### config.mk
export PLATFORM = sky130hd
export DESIGN_NAME = midi_note_parser
export DESIGN_NICKNAME = d
export VERILOG_FILES = /design/src/rtl/midi_note_parser.sv
export SDC_FILE = /design/constraint.sdc
export NUM_CORES = 1
export LEC_CHECK = 0
export BUFFER_PORTS_ARGS = -buffer_cell sky130_fd_sc_hd__buf_2
export CAP_MARGIN = 30
export CORE_MARGIN = 1.5
export CORE_UTILIZATION = 55
export DETAILED_ROUTE_END_ITERATION = 10
export GPL_TIMING_DRIVEN = 0
export PLACE_DENSITY_LB_ADDON = 0.2
export RECOVER_POWER = 25
export SYNTH_ARGS = -nofsm -noshare
export SYNTH_HDL_FRONTEND = slang
export SYNTH_SLANG_ARGS = --single-unit
### constraint.sdc
create_clock -name clk_100mhz -period 8.5 [get_ports clk_100mhz]
set_input_delay 0.85 -clock clk_100mhz [delete_from_list [all_inputs] [get_ports clk_100mhz]]
set_output_delay 0.85 -clock clk_100mhz [all_outputs]
set_load 0.02 [all_outputs]
### src/rtl/midi_note_parser.sv
// midi_note_parser: MIDI Note On/Off parser with running status, FWFT event FIFO and held-key bitmap.
// Define MIDI_CHANNEL_FILTER_EN to accept only note messages on channel CHANNEL.
module midi_note_parser #(
  parameter int FIFO_DEPTH = 8,
  parameter int KEY_OFFSET = 21,
  parameter int NUM_KEYS   = 88,
  parameter int CHANNEL    = 0
) (
  input  logic                clk_100mhz,
  input  logic                reset,
  input  logic [7:0]          byte_in,
  input  logic                byte_valid,
  output logic                event_valid,
  input  logic                event_ready,
  output logic [6:0]          event_key,
  output logic                event_on,
  output logic [6:0]          event_vel,
  output logic [NUM_KEYS-1:0] keys_down,
  output logic                overflow
);
  localparam int AW = $clog2(FIFO_DEPTH);
`ifdef MIDI_CHANNEL_FILTER_EN
  localparam logic FILTER = 1'b1;
`else
  localparam logic FILTER = 1'b0;
`endif
  typedef enum logic [1:0] {IDLE, NOTE, VEL, SKIP} state_t;
  typedef struct packed {
    logic [6:0] key;
    logic       on;
    logic [6:0] vel;
  } evt_t;
  state_t        state, state_n;
  logic          type_on, type_on_n;
  logic [6:0]    note, note_n;
  logic          done, chan_ok, in_range, fire_on, push, pop, full, wr_en;
  logic          is_rt, is_sys, is_data;
  logic [6:0]    key;
  logic [AW-1:0] rd_ptr, wr_ptr;
  logic [AW:0]   count;
  evt_t          mem [FIFO_DEPTH];
  evt_t          head;
  assign is_rt    = byte_in >= 8'hF8;
  assign is_sys   = byte_in[7:4] == 4'hF && !is_rt;
  assign is_data  = !byte_in[7];
  assign chan_ok  = !FILTER || byte_in[3:0] == 4'(CHANNEL);
  assign in_range = {1'b0, note} >= 8'(KEY_OFFSET) && {1'b0, note} < 8'(KEY_OFFSET + NUM_KEYS);
  assign key      = 7'({1'b0, note} - 8'(KEY_OFFSET));
  assign fire_on  = type_on && byte_in[6:0] != 7'd0;
  assign push     = done && in_range;
  assign full     = count == (AW+1)'(FIFO_DEPTH);
  assign pop      = event_valid && event_ready;
  assign wr_en    = push && (!full || pop);
  always_comb begin
    state_n   = state;
    type_on_n = type_on;
    note_n    = note;
    done      = 1'b0;
    if (byte_valid && !is_rt) begin
      if (is_sys) state_n = IDLE;
      else if (!is_data) begin
        state_n   = (byte_in[7:5] == 3'b100 && chan_ok) ? NOTE : SKIP;
        type_on_n = byte_in[4];
      end else if (state == NOTE) begin
        note_n  = byte_in[6:0];
        state_n = VEL;
      end else if (state == VEL) begin
        done    = 1'b1;
        state_n = NOTE;
      end
    end
  end
  always_ff @(posedge clk_100mhz) begin
    if (reset) begin
      state     <= IDLE;
      type_on   <= 1'b0;
      note      <= '0;
      rd_ptr    <= '0;
      wr_ptr    <= '0;
      count     <= '0;
      keys_down <= '0;
      overflow  <= 1'b0;
    end else begin
      state   <= state_n;
      type_on <= type_on_n;
      note    <= note_n;
      if (push) keys_down[key] <= fire_on;
      if (wr_en) wr_ptr <= wr_ptr + 1'b1;
      if (pop) rd_ptr <= rd_ptr + 1'b1;
      count    <= count + (AW+1)'(wr_en) - (AW+1)'(pop);
      overflow <= overflow || (push && full && !pop);
    end
  end
  always_ff @(posedge clk_100mhz)
    if (wr_en) mem[wr_ptr] <= '{key: key, on: fire_on, vel: fire_on ? byte_in[6:0] : 7'd0};
  // Head fields read as zero whenever the FIFO is empty, which also yields the reset values.
  assign head        = mem[rd_ptr];
  assign event_valid = count != '0;
  assign event_key   = event_valid ? head.key : 7'd0;
  assign event_on    = event_valid ? head.on : 1'b0;
  assign event_vel   = event_valid ? head.vel : 7'd0;
endmodule
# Word level (Yosys, flattened, before mapping)
# Memory sizes are Yosys's and may differ from the RTL's. A register that Yosys moved wholly into a read port is not among the register bits.
# Index checks and enable logic that the tools add are counted.
# totals
mem_bits_rw,120
word_cells,68
n_memories,1
reg_bits,109
input_bits,12
output_inout_bits,105
# classes
add_sub_neg,5
reduce_logical,21
magnitude_cmp,5
eq_ne,5
n_mux,21
n_bitwise,2
# memory_table
memory,depth,width,read_ports,rd_ports_with_merged_regs,write_ports,line_no,source
mem,8,15,1,1,1,41,evt_t mem [FIFO_DEPTH];
# ops
op,n
$bwmux 88,1
$mux 7,3
$logic_and 1x1->1,10
$mux 2,5
$mux 1,9
$eq 4x4->1 const B,2
$ge 8x8->1 const B,1
$lt 7x8->1 const B,1
$reduce_bool 4->1,2
$demux 1 s7,1
$ge 7x1->1 const B,1
$ge 7x5->1 const B,1
$lt 7x7->1 const B,1
$reduce_bool 7->1,1
$sub 7x5->7 const B,1
$add 3x1->3 const B,2
$mux 3,2
$add 4x1->4,1
$reduce_and 4->1,1
$sub 4x1->4,1
$eq 3x3->1 const B,1
$logic_not 1->1,3
$reduce_and 3->1,1
$eq 2x1->1 const B,1
other kinds (4),6

# Logic depth before layout (Yosys ltp)
# depth
ltp_word,10
ltp_mapped,14
mapped_depth_nobuf,13

# Worst setup path after synthesis
# No wires, ideal clock.
# synth_path
path_type,input to register
startpoint,input byte_in[7]
endpoint,memory mem[0][0] in the netlist's numbering (enable)
stages,6
t_arrival_ps,3308
n_path_buf,2
setup_time_ps,426
slack_ps,4766
cell_sequence,clkbuf_1 > and3b_1 > nand2_1 > or3_1 > clkbuf_1 > nor4_1
# synth_between
elab_chain_len,9
# synth_lines
element,line_no,source
from (decl),11,"input logic [7:0] byte_in,"
$ge 8x8->1,43,assign is_rt = byte_in >= 8'hF8;
$logic_not 1->1,"44, 59",
$logic_and 1x1->1,44,assign is_sys = byte_in[7:4] == 4'hF && !is_rt;
$mux 1,60,if (is_sys) state_n = IDLE;
$mux 1 (*),59,if (byte_valid && !is_rt) begin
$logic_and 1x1->1 (*),50,assign push = done && in_range;
$logic_and 1x1->1 (*),53,assign wr_en = push && (!full || pop);
$mux 1 (*) (2 in a row),95,"if (wr_en) mem[wr_ptr] <= '{key: key, on: fire_on, vel: fire_on ? byte_in[6:0] : 7'd0};"
to (decl),41,
# Every way passes the cells marked *; elsewhere a longest branch is shown, timed or not.

# Worst setup path in the final report
# layout_path
startpoint,register note[0]
endpoint,register keys_down[70]
# layout_between
elab_chain_len,6
# layout_lines
element,line_no,source
from (decl),35,"logic [6:0] note, note_n;"
from (signal assigned),86,note <= note_n;
$sub 7x5->7 (*),48,"assign key = 7'({1'b0, note} - 8'(KEY_OFFSET));"
via key[0],38,logic [6:0] key;
$lt 7x8->1 (not written as such) / $ge 7x1->1 (equally long branches),87,if (push) keys_down[key] <= fire_on;
$logic_and 1x1->1 (not written as such),87,
$mux 1 (not written as such),87,
$demux 1 s7 (*),87,
$bwmux 88 (*),87,
"to (signal, indexed assignment)",87,
to (decl),18,"output logic [NUM_KEYS-1:0] keys_down,"
# Mark *: on every way through the listed nets, which the timed path passes. The rest lies on a longest branch.
# A chain may end at the register's enable or synchronous reset.

==> impl_results.md <==
* Outcome: finished with violations
* Failing checks: DRC
* Clock sink count at approximately 230
* Crit end category: flip-flop
* Layout cell share with drive strength beyond 1 at 0.2034
* Hold EP: keys_down[16]$_SDFFE_PP0P_
* Clock slew at reported path FFs at 0.06 ns
* DP Worst Slack at around 5 ns
* PortBufs at 114
* Clock share of power at 0.386
* Placed Area at ~0.011 mm²
* RR Startpoint: note[0]$_SDFFE_PP0P_
* Post-Syn Area at slightly above 0.01 mm²
* Top_reg_cell synth: edfxtp_1
* Setup_tns at 0 ns
* Ys async rst share at 0
* Final hold violations at 0
* Setup-failing EPs final at 0
* Sequential cell fraction of total power at 0.432
* Gpl congestion at approximately 0.88
* Period utilization at 0.4675
* Switch share at 0.2650
* Antenna violations before repair at 0
* WP data required at between 8 and 9 ns
* Hold_buf cts at 0
* DRC violations left at 2
* CTS tree: built
* Core box area at roughly 0.018 mm²
* Worst Path Arrival at ~4.4 ns
* Boundary pin count at 117
* Max Clock Skew at 0.01620 ns
* Register-to-Register Path Depth at 12
* Drt pass-1 iters at 9
* Die Y at approximately 140 µm
* Hold Crit Depth at 2
* Cell taking the most area after synthesis: edfxtp_1
* Total gr overflow at 0
* Fmax at 251.6 MHz
* # resized after CTS at 0
* Post-CTS Setup Bufs at 0
* Vias at 7,482
* Initial Util at 0.5659
* YS warnings at 0
* Root buffer cell: clkbuf_16
* Delay-heaviest family, CP: buffers and inverters
* Levels on crit path at 12
* Post-DRT Antenna Nets at 0
* Relative slew slack at 0.3373
* DR vias/cell at roughly 6.1
* Clk buf depth at 3
* Post-synth EDFFs at 120
* Buf/Inv on CP at 6
* Slew Viols, Final at 0
* Final #Nets at around 1,000
* Syn Area/Cell at ~12 µm²
* HPWL Detailed at 16.91 mm
* Pwr/cell area at around 230 mW/mm²
* Clk_lat worst skew at 0.51 ns
* R2r setup slk at ~4.5 ns
* # diodes at 0
* Hold Crit Class: reg2reg
* WL per Instance at ~21 µm
* Final WL at between 20 and 30 mm
* Worst Setup Start Kind: flip-flop
* Hold Path Origin: keys_down[16]$_SDFFE_PP0P_
* Drt first-iter violations at 607
* Top post-synthesis cells by area: edfxtp_1, dfxtp_1, mux4_2, mux2i_1, nand4_1
* Area grow syn2layout at 17.49%
* Min Tclk post-route at ~4.0 ns
* Final instance area at 0.01203 mm²
* Die ar. at 0.01944 mm²
* Internal power at about 0.0020 W
* Max cap viols at 0
* First-pass GRT wire length at between 30 and 40 mm
* CP cell instances: clkbuf_1 > inv_1 > ha_1 > buf_4 > nand2b_1 > a21oi_1 > xor2_2 > inv_2 > buf_2 > clkbuf_1 > nand4_1 > a21oi_1
* Logic pwr share at 0.181
* Peak VDD IR at roughly 0.17 mV
* Post-synth net total at 860
* Setup Crit Path Kind: reg2reg
* Share of the synthesized area in the top cell type at 0.3521
* FP Rows at a little under 50
* Die width at 139.4 µm
* Min setup slack post-route at ~4.5 ns
* Post-synthesis sequential area ratio at 0.5711
* Vias in the first global route at ~7,200
* Cells after synthesis at 835
* Num CTS Buffers at 24
* H-tree lvl count at 1
* RSZ-0062 raised after global routing: false
* GR Util All Layers at 0.2613
* Number of distinct library cells after synthesis at between 50 and 60
* #FFs+latches synth at ~230
* RR Endpoint: keys_down[70]$_SDFFE_PP0P_
* Largest net degree at the start of global routing at 18
* Worst-Margin Slew at a little under 1 ns
* CP max FO at 17
* Worst path slowest cell: clkbuf_1
* NetSw at approximately 0.00074 W
* Peak per-stage delay on the critical path at just under 0.7 ns
* LEAKAGE at 4.298 nW
## placed cells by master (no fill, tap or decap), drive strengths merged, types with 3 or more instances in the layout
master	count
or4	4
inv	21
bufinv	3
clkinv	6
xor2	6
a21oi	56
and3	3
xnor2	5
nor3	13
ha	12
nand2	14
dfxtp	112
clkbuf	121
mux2i	64
o21ai	7
buf	118
nor4	6
and2	9
or3	6
mux4	30
nand3	7
a22oi	3
edfxtp	120
o31ai	49
nand4	89
nor2	43
nand2b	49
## flip-flops by register name, indices dropped and copies added (netlist names), named ones only
| name | count |
|---|---|
| mem | 120 |
| overflow | 1 |
| rd_ptr | 3 |
| note | 7 |
| wr_ptr | 3 |
| keys_down | 88 |
| type_on | 1 |
| count | 4 |
| state | 2 |
## worst reg2reg max path: cells and delay by family (launching register included)
kind	cells	cell delay, ns
AOI/OAI and AO/OA	2	0.40
xor gates and xnor gates	1	0.25
adders and majority gates	1	0.28
buffers and inverters	6	2.13
DFF	1	0.47
and+or+nand+nor	2	0.38
## Yosys cell counts (3+ instances only)
cell / instances
or4_1: 4
and3_1: 3
a22oi_1: 3
ha_1: 12
o21ai_0: 5
inv_1: 17
o31ai_1: 49
nor4_4: 4
nand2b_1: 49
nand2_1: 14
xnor2_1: 5
nor3_1: 9
dfxtp_1: 112
buf_4: 6
nor2_1: 43
nand3_1: 7
and2_1: 9
or3_1: 6
inv_2: 3
mux2i_1: 64
nand4_1: 89
buf_2: 15
a21oi_1: 56
xor2_1: 4
mux4_2: 30
clkbuf_1: 58
nor3_2: 4
edfxtp_1: 120
## layer usage
metal,track usage,part of all wire,vias to the layer above
met2,0.4297,0.48,286
li1,-,-,3462
met4,0.07951,0.022,0
met3,0.03716,0.063,46
met1,0.3622,0.43,3688
met5,0,0,-
## worst max-delay path by stage
stage,endpoint,from,slack (ns)
2_1_floorplan,mem[0][0]$_DFFE_PP_,byte_in[7],4.77
3_3_place_gp,mem[0][0]$_DFFE_PP_,byte_in[7],3.09
3_5_place_dp,mem[6][0]$_DFFE_PP_,byte_in[7],5.01
4_1_cts,keys_down[70]$_SDFFE_PP0P_,note[0]$_SDFFE_PP0P_,5.01
5_1_grt,keys_down[82]$_SDFFE_PP0P_,note[0]$_SDFFE_PP0P_,4.27
6_report,keys_down[70]$_SDFFE_PP0P_,note[0]$_SDFFE_PP0P_,4.53
## power by group through the flow
| stage | logic, W | clock network (W) | registers [W] |
|---|---|---|---|
| 3_3_place_gp | 0.000497 | 0 | 0.00123 |
| 4_1_cts | 0.000514 | 0.00109 | 0.00121 |
| 3_5_place_dp | 0.000513 | 0 | 0.00123 |
| 2_1_floorplan | 0.000365 | 0 | 0.00123 |
| 5_1_grt | 0.000552 | 0.00113 | 0.00121 |
| 6_report | 0.000506 | 0.00108 | 0.00121 |
## cell families after synthesis
kind of cell | Yosys count | share of synthesized area
adders and majority gates | 13 | 0.01663
DFF | 232 | 0.5711
buffers and inverters | 103 | 0.04328
muxes | 95 | 0.1297
xor gates and xnor gates | 11 | 0.01198
AOI/OAI and AO/OA | 130 | 0.08093
and+or+nand+nor | 251 | 0.1463
## metrics by stage
stage	hold WS [ns]	std cells	total power, W	util
floorplan	0.4493	835	0.001590	-
global placement	0.4484	1178	0.001726	0.6133
detailed placement	0.4553	1189	0.001743	0.6220
CTS	0.4694	1232	0.002809	0.6671
global route	0.4915	1232	0.002894	0.6649
finish	0.4713	1232	0.002788	0.6649
## final cells by class
type | count | area [µm²]
Inverter | 20 | 75.07
Clock buffer | 31 | 679.4
Tap cell | 229 | 286.5
Timing Repair Buffer | 125 | 655.6
Buffer | 83 | 366.6
Sequential cell | 232 | 5846
Fill cell | 1354 | 6061
Clock inverter | 12 | 136.4
Multi-Input combinational cell | 500 | 3980
(Power assumes the default switching activity.)
